===== config.mk =====
export PLATFORM = sky130hd
export DESIGN_NAME = instr_encoder_flat
export DESIGN_NICKNAME = d
export VERILOG_FILES = /design/src/rtl/instr_enc_pkg.sv /design/src/rtl/instr_encoder_if.sv /design/src/rtl/instr_enc_fifo.sv /design/src/rtl/instr_encoder.sv /design/src/flat_wrapper.sv
export SDC_FILE = /design/constraint.sdc
export NUM_CORES = 1
export LEC_CHECK = 0
export ABC_AREA = 1
export BUFFER_PORTS_ARGS = -buffer_cell sky130_fd_sc_hd__buf_2
export CORE_ASPECT_RATIO = 1.2
export CORE_MARGIN = 5
export CORE_UTILIZATION = 64
export CTS_CLUSTER_DIAMETER = 120
export CTS_CLUSTER_SIZE = 24
export DETAILED_ROUTE_END_ITERATION = 16
export GPL_ROUTABILITY_DRIVEN = 0
export HOLD_SLACK_MARGIN = 0.15
export PLACE_DENSITY = 0.87
export SETUP_SLACK_MARGIN = 0.05
export SYNTH_ARGS = -nofsm -noshare
export SYNTH_HDL_FRONTEND = slang
export SYNTH_HIERARCHICAL = 1
export SYNTH_SLANG_ARGS = --single-unit

===== constraint.sdc =====
create_clock -name clk -period 6.9 [get_ports clk]
set_clock_uncertainty 0.2 [all_clocks]
set_input_delay 1.38 -clock clk [delete_from_list [all_inputs] [get_ports clk]]
set_output_delay 1.38 -clock clk [all_outputs]
set_load 0.02 [all_outputs]

===== src/rtl/instr_enc_pkg.sv =====
// Shared definitions for the instruction encoder (program-loader front end).
// Holds the decode-class op codes, RV32I opcode/funct3 constants, the
// queued request payload and the loader FSM state type.
package instr_enc_pkg;

   // Decode class {funct3[1:0], opcode[5:4]} as seen by the core's decode stage
   localparam logic [3:0] OP_ADD  = 4'b0011;
   localparam logic [3:0] OP_SLT  = 4'b1011;
   localparam logic [3:0] OP_SLL  = 4'b0111;
   localparam logic [3:0] OP_ADDI = 4'b0001;
   localparam logic [3:0] OP_SLTI = 4'b1001;
   localparam logic [3:0] OP_SLLI = 4'b0101;
   localparam logic [3:0] OP_LW   = 4'b1000;
   localparam logic [3:0] OP_SW   = 4'b1010;
   localparam logic [3:0] OP_BEQ  = 4'b0010;

   localparam logic [6:0] OPC_REG    = 7'b0110011;
   localparam logic [6:0] OPC_IMM    = 7'b0010011;
   localparam logic [6:0] OPC_LOAD   = 7'b0000011;
   localparam logic [6:0] OPC_STORE  = 7'b0100011;
   localparam logic [6:0] OPC_BRANCH = 7'b1100011;

   localparam logic [2:0] F3_ADD  = 3'b000;
   localparam logic [2:0] F3_SLL  = 3'b001;
   localparam logic [2:0] F3_SLT  = 3'b010;
   localparam logic [2:0] F3_WORD = 3'b010;
   localparam logic [2:0] F3_BEQ  = 3'b000;

   typedef enum logic [1:0] {
      ST_IDLE,
      ST_ENC,
      ST_WRITE,
      ST_DONE
   } encState_t;

   typedef struct packed {
      logic [3:0]  op;
      logic [4:0]  rd;
      logic [4:0]  rs1;
      logic [4:0]  rs2;
      logic [31:0] imm;
      logic        last;
   } request_t;

   typedef struct packed {
      logic        legal;
      logic [31:0] word;
   } encoded_t;

endpackage


===== src/rtl/instr_encoder_if.sv =====
// Request handshake and imem write port of the instruction encoder.
// slave = encoder side, master = host/memory side.
interface instr_encoder_if #(
   parameter int ADDR_W = 32
);
   logic              req_valid;
   logic              req_ready;
   logic [3:0]        req_op;
   logic [4:0]        req_rd;
   logic [4:0]        req_rs1;
   logic [4:0]        req_rs2;
   logic [31:0]       req_imm;
   logic              req_last;
   logic              imem_we;
   logic [ADDR_W-1:0] imem_addr;
   logic [31:0]       imem_data;
   logic              imem_ack;

   modport master (
      output req_valid, req_op, req_rd, req_rs1, req_rs2, req_imm, req_last, imem_ack,
      input  req_ready, imem_we, imem_addr, imem_data
   );

   modport slave (
      input  req_valid, req_op, req_rd, req_rs1, req_rs2, req_imm, req_last, imem_ack,
      output req_ready, imem_we, imem_addr, imem_data
   );
endinterface


===== src/rtl/instr_enc_fifo.sv =====
// Synchronous request FIFO for the instruction encoder.
// Head entry is visible combinationally on o_data while not empty.
module instr_enc_fifo
   import instr_enc_pkg::*;
#(
   parameter int DEPTH = 4
) (
   input  logic     clk,
   input  logic     rst,
   input  logic     i_push,
   input  request_t i_data,
   input  logic     i_pop,
   output request_t o_data,
   output logic     o_full,
   output logic     o_empty
);
   localparam int PTR_W = $clog2(DEPTH);
   localparam logic [PTR_W:0] PTR_ONE = 1;

   request_t       r_mem [DEPTH];
   logic [PTR_W:0] r_wrPtr;
   logic [PTR_W:0] r_rdPtr;

   // Payload storage; contents are don't-care until written so no reset is needed
   always_ff @(posedge clk) begin
      if (i_push) begin
         r_mem[r_wrPtr[PTR_W-1:0]] <= i_data;
      end
   end

   // Read/write pointers carry one extra wrap bit to tell full from empty
   always_ff @(posedge clk) begin
      if (rst) begin
         r_wrPtr <= '0;
         r_rdPtr <= '0;
      end else begin
         if (i_push) begin
            r_wrPtr <= r_wrPtr + PTR_ONE;
         end
         if (i_pop) begin
            r_rdPtr <= r_rdPtr + PTR_ONE;
         end
      end
   end

   assign o_empty = (r_wrPtr == r_rdPtr);
   assign o_full  = (r_wrPtr[PTR_W] != r_rdPtr[PTR_W]) &&
                    (r_wrPtr[PTR_W-1:0] == r_rdPtr[PTR_W-1:0]);
   assign o_data  = r_mem[r_rdPtr[PTR_W-1:0]];

endmodule


===== src/rtl/instr_encoder.sv =====
// Program-loader front end: queues symbolic instruction requests, encodes
// each into an RV32I-subset word and writes it to imem at a self-incrementing
// address. Optional macro INSTR_ENC_IMM_CHECK_EN enables immediate range
// checking; without it immediates are truncated to their field width.
module instr_encoder
   import instr_enc_pkg::*;
#(
   parameter int DEPTH  = 4,
   parameter int ADDR_W = 32
) (
   input  logic              clk,
   input  logic              rst,
   input  logic              i_start,
   input  logic [ADDR_W-1:0] i_base_addr,
   instr_encoder_if.slave    bus,
   output logic              o_err,
   output logic              o_done,
   output logic [15:0]       o_count
);
   localparam logic [ADDR_W-1:0] WORD_BYTES = 4;

   encState_t         r_state;
   logic [ADDR_W-1:0] r_wrAddr;
   logic [15:0]       r_count;
   logic [31:0]       r_word;
   logic              r_legal;
   logic              r_last;
   logic              r_we;
   logic              r_err;
   logic              r_done;

   request_t w_reqIn;
   request_t w_head;
   encoded_t w_enc;
   logic     w_full;
   logic     w_empty;
   logic     w_push;
   logic     w_pop;

   // Builds the instruction word for one request and flags unknown ops or
   // out-of-range immediates so the FSM can drop them.
   function automatic encoded_t encodeReq(input request_t req);
      encoded_t         res;
      logic             immOkI;
      logic             immOkSh;
      logic             immOkB;
`ifdef INSTR_ENC_IMM_CHECK_EN
      logic signed [31:0] imm;
      imm     = req.imm;
      immOkI  = (imm >= -32'sd2048) && (imm <= 32'sd2047);
      immOkSh = (imm >= 32'sd0) && (imm <= 32'sd31);
      immOkB  = (imm >= -32'sd4096) && (imm <= 32'sd4094) && !req.imm[0];
`else
      immOkI  = 1'b1;
      immOkSh = 1'b1;
      immOkB  = 1'b1;
`endif
      res = '0;
      case (req.op)
         OP_ADD:  res = '{1'b1, {7'b0, req.rs2, req.rs1, F3_ADD, req.rd, OPC_REG}};
         OP_SLT:  res = '{1'b1, {7'b0, req.rs2, req.rs1, F3_SLT, req.rd, OPC_REG}};
         OP_SLL:  res = '{1'b1, {7'b0, req.rs2, req.rs1, F3_SLL, req.rd, OPC_REG}};
         OP_ADDI: res = '{immOkI, {req.imm[11:0], req.rs1, F3_ADD, req.rd, OPC_IMM}};
         OP_SLTI: res = '{immOkI, {req.imm[11:0], req.rs1, F3_SLT, req.rd, OPC_IMM}};
         OP_SLLI: res = '{immOkSh, {7'b0, req.imm[4:0], req.rs1, F3_SLL, req.rd, OPC_IMM}};
         OP_LW:   res = '{immOkI, {req.imm[11:0], req.rs1, F3_WORD, req.rd, OPC_LOAD}};
         OP_SW:   res = '{immOkI, {req.imm[11:5], req.rs2, req.rs1, F3_WORD,
                                   req.imm[4:0], OPC_STORE}};
         OP_BEQ:  res = '{immOkB, {req.imm[12], req.imm[10:5], req.rs2, req.rs1, F3_BEQ,
                                   req.imm[4:1], req.imm[11], OPC_BRANCH}};
         default: res = '0;
      endcase
      return res;
   endfunction

   assign w_reqIn = '{bus.req_op, bus.req_rd, bus.req_rs1, bus.req_rs2,
                      bus.req_imm, bus.req_last};
   assign w_pop   = (r_state == ST_IDLE) && !w_empty;
   assign w_push  = bus.req_valid && bus.req_ready;
   assign w_enc   = encodeReq(w_head);

   instr_enc_fifo #(
      .DEPTH (DEPTH)
   ) u_fifo (
      .clk     (clk),
      .rst     (rst),
      .i_push  (w_push),
      .i_data  (w_reqIn),
      .i_pop   (w_pop),
      .o_data  (w_head),
      .o_full  (w_full),
      .o_empty (w_empty)
   );

   // Loader FSM: pop and encode, then either drop with err or hold the write
   // until imem acknowledges; done follows the acked write of the last word.
   always_ff @(posedge clk) begin
      if (rst) begin
         r_state  <= ST_IDLE;
         r_wrAddr <= '0;
         r_count  <= '0;
         r_word   <= '0;
         r_legal  <= 1'b0;
         r_last   <= 1'b0;
         r_we     <= 1'b0;
         r_err    <= 1'b0;
         r_done   <= 1'b0;
      end else begin
         r_err  <= 1'b0;
         r_done <= 1'b0;
         case (r_state)
            ST_IDLE: begin
               if (w_empty) begin
                  if (i_start) begin
                     r_wrAddr <= i_base_addr;
                     r_count  <= '0;
                  end
               end else begin
                  r_word  <= w_enc.word;
                  r_legal <= w_enc.legal;
                  r_last  <= w_head.last;
                  r_state <= ST_ENC;
               end
            end
            ST_ENC: begin
               if (r_legal) begin
                  r_we    <= 1'b1;
                  r_state <= ST_WRITE;
               end else begin
                  r_err   <= 1'b1;
                  r_state <= ST_IDLE;
               end
            end
            ST_WRITE: begin
               if (bus.imem_ack) begin
                  r_we     <= 1'b0;
                  r_wrAddr <= r_wrAddr + WORD_BYTES;
                  if (r_count != 16'hFFFF) begin
                     r_count <= r_count + 16'd1;
                  end
                  if (r_last) begin
                     r_done  <= 1'b1;
                     r_state <= ST_DONE;
                  end else begin
                     r_state <= ST_IDLE;
                  end
               end
            end
            ST_DONE: begin
               r_state <= ST_IDLE;
            end
            default: begin
               r_state <= ST_IDLE;
            end
         endcase
      end
   end

   assign bus.req_ready = !w_full || w_pop;
   assign bus.imem_we   = r_we;
   assign bus.imem_addr = r_wrAddr;
   assign bus.imem_data = r_word;
   assign o_err         = r_err;
   assign o_done        = r_done;
   assign o_count       = r_count;

endmodule


===== src/flat_wrapper.sv =====
// flat-port wrapper written by rule: the top's interface ports become plain ports
module instr_encoder_flat import instr_enc_pkg::*;
#(
   parameter int DEPTH  = 4,
   parameter int ADDR_W = 32
)
  (clk, rst, i_start, i_base_addr, o_err, o_done, o_count, bus_req_valid, bus_req_op, bus_req_rd, bus_req_rs1, bus_req_rs2, bus_req_imm, bus_req_last, bus_imem_ack, bus_req_ready, bus_imem_we, bus_imem_addr, bus_imem_data);
  instr_encoder_if #(.ADDR_W(ADDR_W)) bus_i ();
  input  logic clk;
  input  logic rst;
  input  logic i_start;
  input  logic [ADDR_W-1:0] i_base_addr;
  output logic o_err;
  output logic o_done;
  output logic [15:0] o_count;
  input wire logic [$bits(bus_i.req_valid)-1:0] bus_req_valid;
  input wire logic [$bits(bus_i.req_op)-1:0] bus_req_op;
  input wire logic [$bits(bus_i.req_rd)-1:0] bus_req_rd;
  input wire logic [$bits(bus_i.req_rs1)-1:0] bus_req_rs1;
  input wire logic [$bits(bus_i.req_rs2)-1:0] bus_req_rs2;
  input wire logic [$bits(bus_i.req_imm)-1:0] bus_req_imm;
  input wire logic [$bits(bus_i.req_last)-1:0] bus_req_last;
  input wire logic [$bits(bus_i.imem_ack)-1:0] bus_imem_ack;
  output wire logic [$bits(bus_i.req_ready)-1:0] bus_req_ready;
  output wire logic [$bits(bus_i.imem_we)-1:0] bus_imem_we;
  output wire logic [$bits(bus_i.imem_addr)-1:0] bus_imem_addr;
  output wire logic [$bits(bus_i.imem_data)-1:0] bus_imem_data;
  assign bus_i.req_valid = bus_req_valid;
  assign bus_i.req_op = bus_req_op;
  assign bus_i.req_rd = bus_req_rd;
  assign bus_i.req_rs1 = bus_req_rs1;
  assign bus_i.req_rs2 = bus_req_rs2;
  assign bus_i.req_imm = bus_req_imm;
  assign bus_i.req_last = bus_req_last;
  assign bus_i.imem_ack = bus_imem_ack;
  assign bus_req_ready = bus_i.req_ready;
  assign bus_imem_we = bus_i.imem_we;
  assign bus_imem_addr = bus_i.imem_addr;
  assign bus_imem_data = bus_i.imem_data;
  instr_encoder #(.DEPTH(DEPTH), .ADDR_W(ADDR_W)) u_core (.clk(clk), .rst(rst), .i_start(i_start), .i_base_addr(i_base_addr), .bus(bus_i), .o_err(o_err), .o_done(o_done), .o_count(o_count));
endmodule

==> impl_metrics.toml <==
[outcome]
outcome = "finished, final reports clean"

[cts]
root_buffer = "clkbuf_16"
cts_hold_buf = 0
post_cts_resized = 0
cts-buffers-inserted = 13
clkLatencyLatePin_ps = 470
cts_tree = "yes"
htreeDepth = 1
clockBufferDepth = 3
cts_setup_buffers = 0
cts_sinks = 222
clk_pin_slew_ps = 90

[sta]
finalCritPeriodShare = 0.539
finalSetupViolations = 0
max_freq_ghz = 0.269
hold_viol = 0
slew_headroom = 0.251
setup_tns_ps = 0
period_minus_slack_ps = 3720
drv_slew = 0
worst_slew_pin_slew_ps = 1120
rsz0062_at_grt = "false"

[floorplan]
dieWidth_um = 128
start_util = 0.654
num_rows = 51
chipHeight_um = 151
coreArea_um2 = 16300
io_pins = 173
dieArea_um2 = 19300

[route]
drc = 0
ant_nets = 0
drtIter0Drc = 753
drt-pass1-iter-count = 5
vias = 8586
routedWlPerCell_um = 15.4
drt-total-wl_mm = 24.1
vias_per_cell = 5.48

[cells_and_area]
fin_nets = 1443
drive_gt1_frac = 0.167
finalNonFillerCells = 1567
multi_input_area_um2 = 3890
syn2layout_area_growth_pct = 9.63
final_area_um2 = 11700
fill_cells = 1219
seq_area_um2 = 5770

[power_and_ir_drop]
leakagePower_nw = 4.74
finalPower_mw = 4.00
vdd_ir_drop_max_mv = 0.257
power_density_nw_per_um2 = 343

[global_route]
antenna_found_initial = 0
grtUsageTotal = 0.246
grt_pass1_wl_mm = 38.6
first_global_vias = 8070
grt_overflow = 0
grt_start_max_net_pins = 68

[critical_path]
crit_path_top_delay_cell = "dfxtp_4"
worstSetupEndpointType = "flip-flop"
path_delay_family = "simple AND/OR/NAND/NOR gates"
path_common_cell = "nand2_1"
critPathBufInv = 2
reg2reg_depth = 11
arrival_ps = 3910
crit_type = "flip-flop to flip-flop"
worst_ep_required_time_ps = 7090
cp-start-kind = "flip-flop"
r2r_slack_ps = 3180
crit_chain = "buf_4 > nand2_1 > o211ai_2 > nand2_1 > inv_1 > nand2_1 > nor2_1 > a21oi_1 > o21ai_0 > nand3_1 > a21oi_1"
r2r_end = "u_core/bus.imem_data[25]$_SDFFE_PP0P_"
max_stage_delay_ps = 830
cp_max_fo = 67

[place]
hpwl_mm = 15.9
port_buffers = 150
place_inst = 1544
dpl_cell_area_um2 = 11300

[worst_hold_path]
min_to = "u_core/bus.imem_data[26]$_SDFFE_PP0P_"
hold_class = "flip-flop to flip-flop"
hold_start = "u_core/bus.imem_data[26]$_SDFFE_PP0P_"
whs_path_depth = 2

[yosys]
yosys_warnings = 6
synthCells = 1236
netlist_area_um2 = 10600
syn_avg_cell_area_um2 = 8.61

[flow_run]
drv_cap = 0
## tightest hold or removal path, cell delays in order, from the launching register on
cell	delay (ps)
dfxtp_1	320
nand2_1	60
a21oi_1	50
## worst max path at each step
stage | from | to | slack [ps] | cells past startpoint
finish | flip-flop | u_core/bus.imem_data[25]$_SDFFE_PP0P_ | 3180 | 11
global route | flip-flop | u_core/bus.imem_data[26]$_SDFFE_PP0P_ | 2780 | 11
CTS | flip-flop | u_core/bus.imem_data[25]$_SDFFE_PP0P_ | 3210 | 11
detailed placement | bus_imem_ack | u_core/o_count[9]$_SDFFE_PP0P_ | 3030 | 10
global placement | bus_imem_ack | u_core/o_count[9]$_SDFFE_PP0P_ | 3070 | 10
floorplan | bus_req_valid | u_core/u_fifo/r_mem[3][0]$_DFFE_PP_ | 3800 | 3
## state kept, by name (all words and copies together), names as in the netlist, named ones only
signal / cells
u_core/bus.imem_addr: 32
u_core/bus.imem_we: 1
u_core/u_fifo/r_mem: 132
u_core/o_err: 1
u_core/u_fifo/r_wrPtr: 3
u_core/r_state: 2
u_core/bus.imem_data: 28
u_core/u_fifo/r_rdPtr: 3
u_core/o_count: 16
u_core/r_last: 1
u_core/o_done: 1
## metrics by stage
| stage | setup WS [ps] | hold WS (ps) | utilization |
|---|---|---|---|
| floorplan | 3800 | 249 | - |
| global placement | 3070 | 249 | 0.694 |
| detailed placement | 3030 | 252 | 0.694 |
| CTS | 3210 | 266 | 0.716 |
| global route | 2780 | 284 | 0.716 |
| finish | 3180 | 266 | 0.717 |
## where the power goes
part	switching [mW]	internal, mW
combinational	0.999	0.434
clock	0.406	0.362
sequential	0.204	1.60
total	1.61	2.39
## per-layer routing
layer / GRT usage / vias up / wire [um] / part of all wire
met5: 0 / - / 0 / 0
met4: 0.0679 / 0 / 501 / 0.021
met3: 0.0300 / 46 / 1780 / 0.074
met2: 0.459 / 331 / 12400 / 0.52
met1: 0.300 / 3956 / 9380 / 0.39
li1: - / 4253 / - / -
## layout by cell type, fill, tap and decap left out, types with 2 or more instances in the layout
master	instances
buf_4	6
clkinv_1	2
conb_1	3
inv_1	140
nor2_1	128
a211oi_1	3
o211ai_2	33
o21bai_1	3
clkbuf_1	7
xnor2_1	4
nor3_1	5
ha_1	7
xor2_1	2
buf_2	150
nor2_2	2
nand3_1	69
o21ai_0	40
o31ai_1	2
inv_2	6
clkbuf_16	13
o211ai_1	33
nand4_1	8
a21oi_1	71
diode_2	2
dfxtp_1	89
nor2_4	2
edfxtp_1	132
nor4_1	3
or2_2	4
nand2_1	373
nand2_2	3
## layout make-up
type / instances / share of cell area
Inverter: 149 / 0.0482
Tap cell: 212 / 0.0227
Antenna cell: 2 / 0.000429
Sequential cell: 222 / 0.495
Timing Repair Buffer: 156 / 0.0682
Multi-Input combinational cell: 805 / 0.334
Clock buffer: 20 / 0.0302
Clock inverter: 1 / 0.00172
Note: power is estimated with default switching activity, not from simulation.
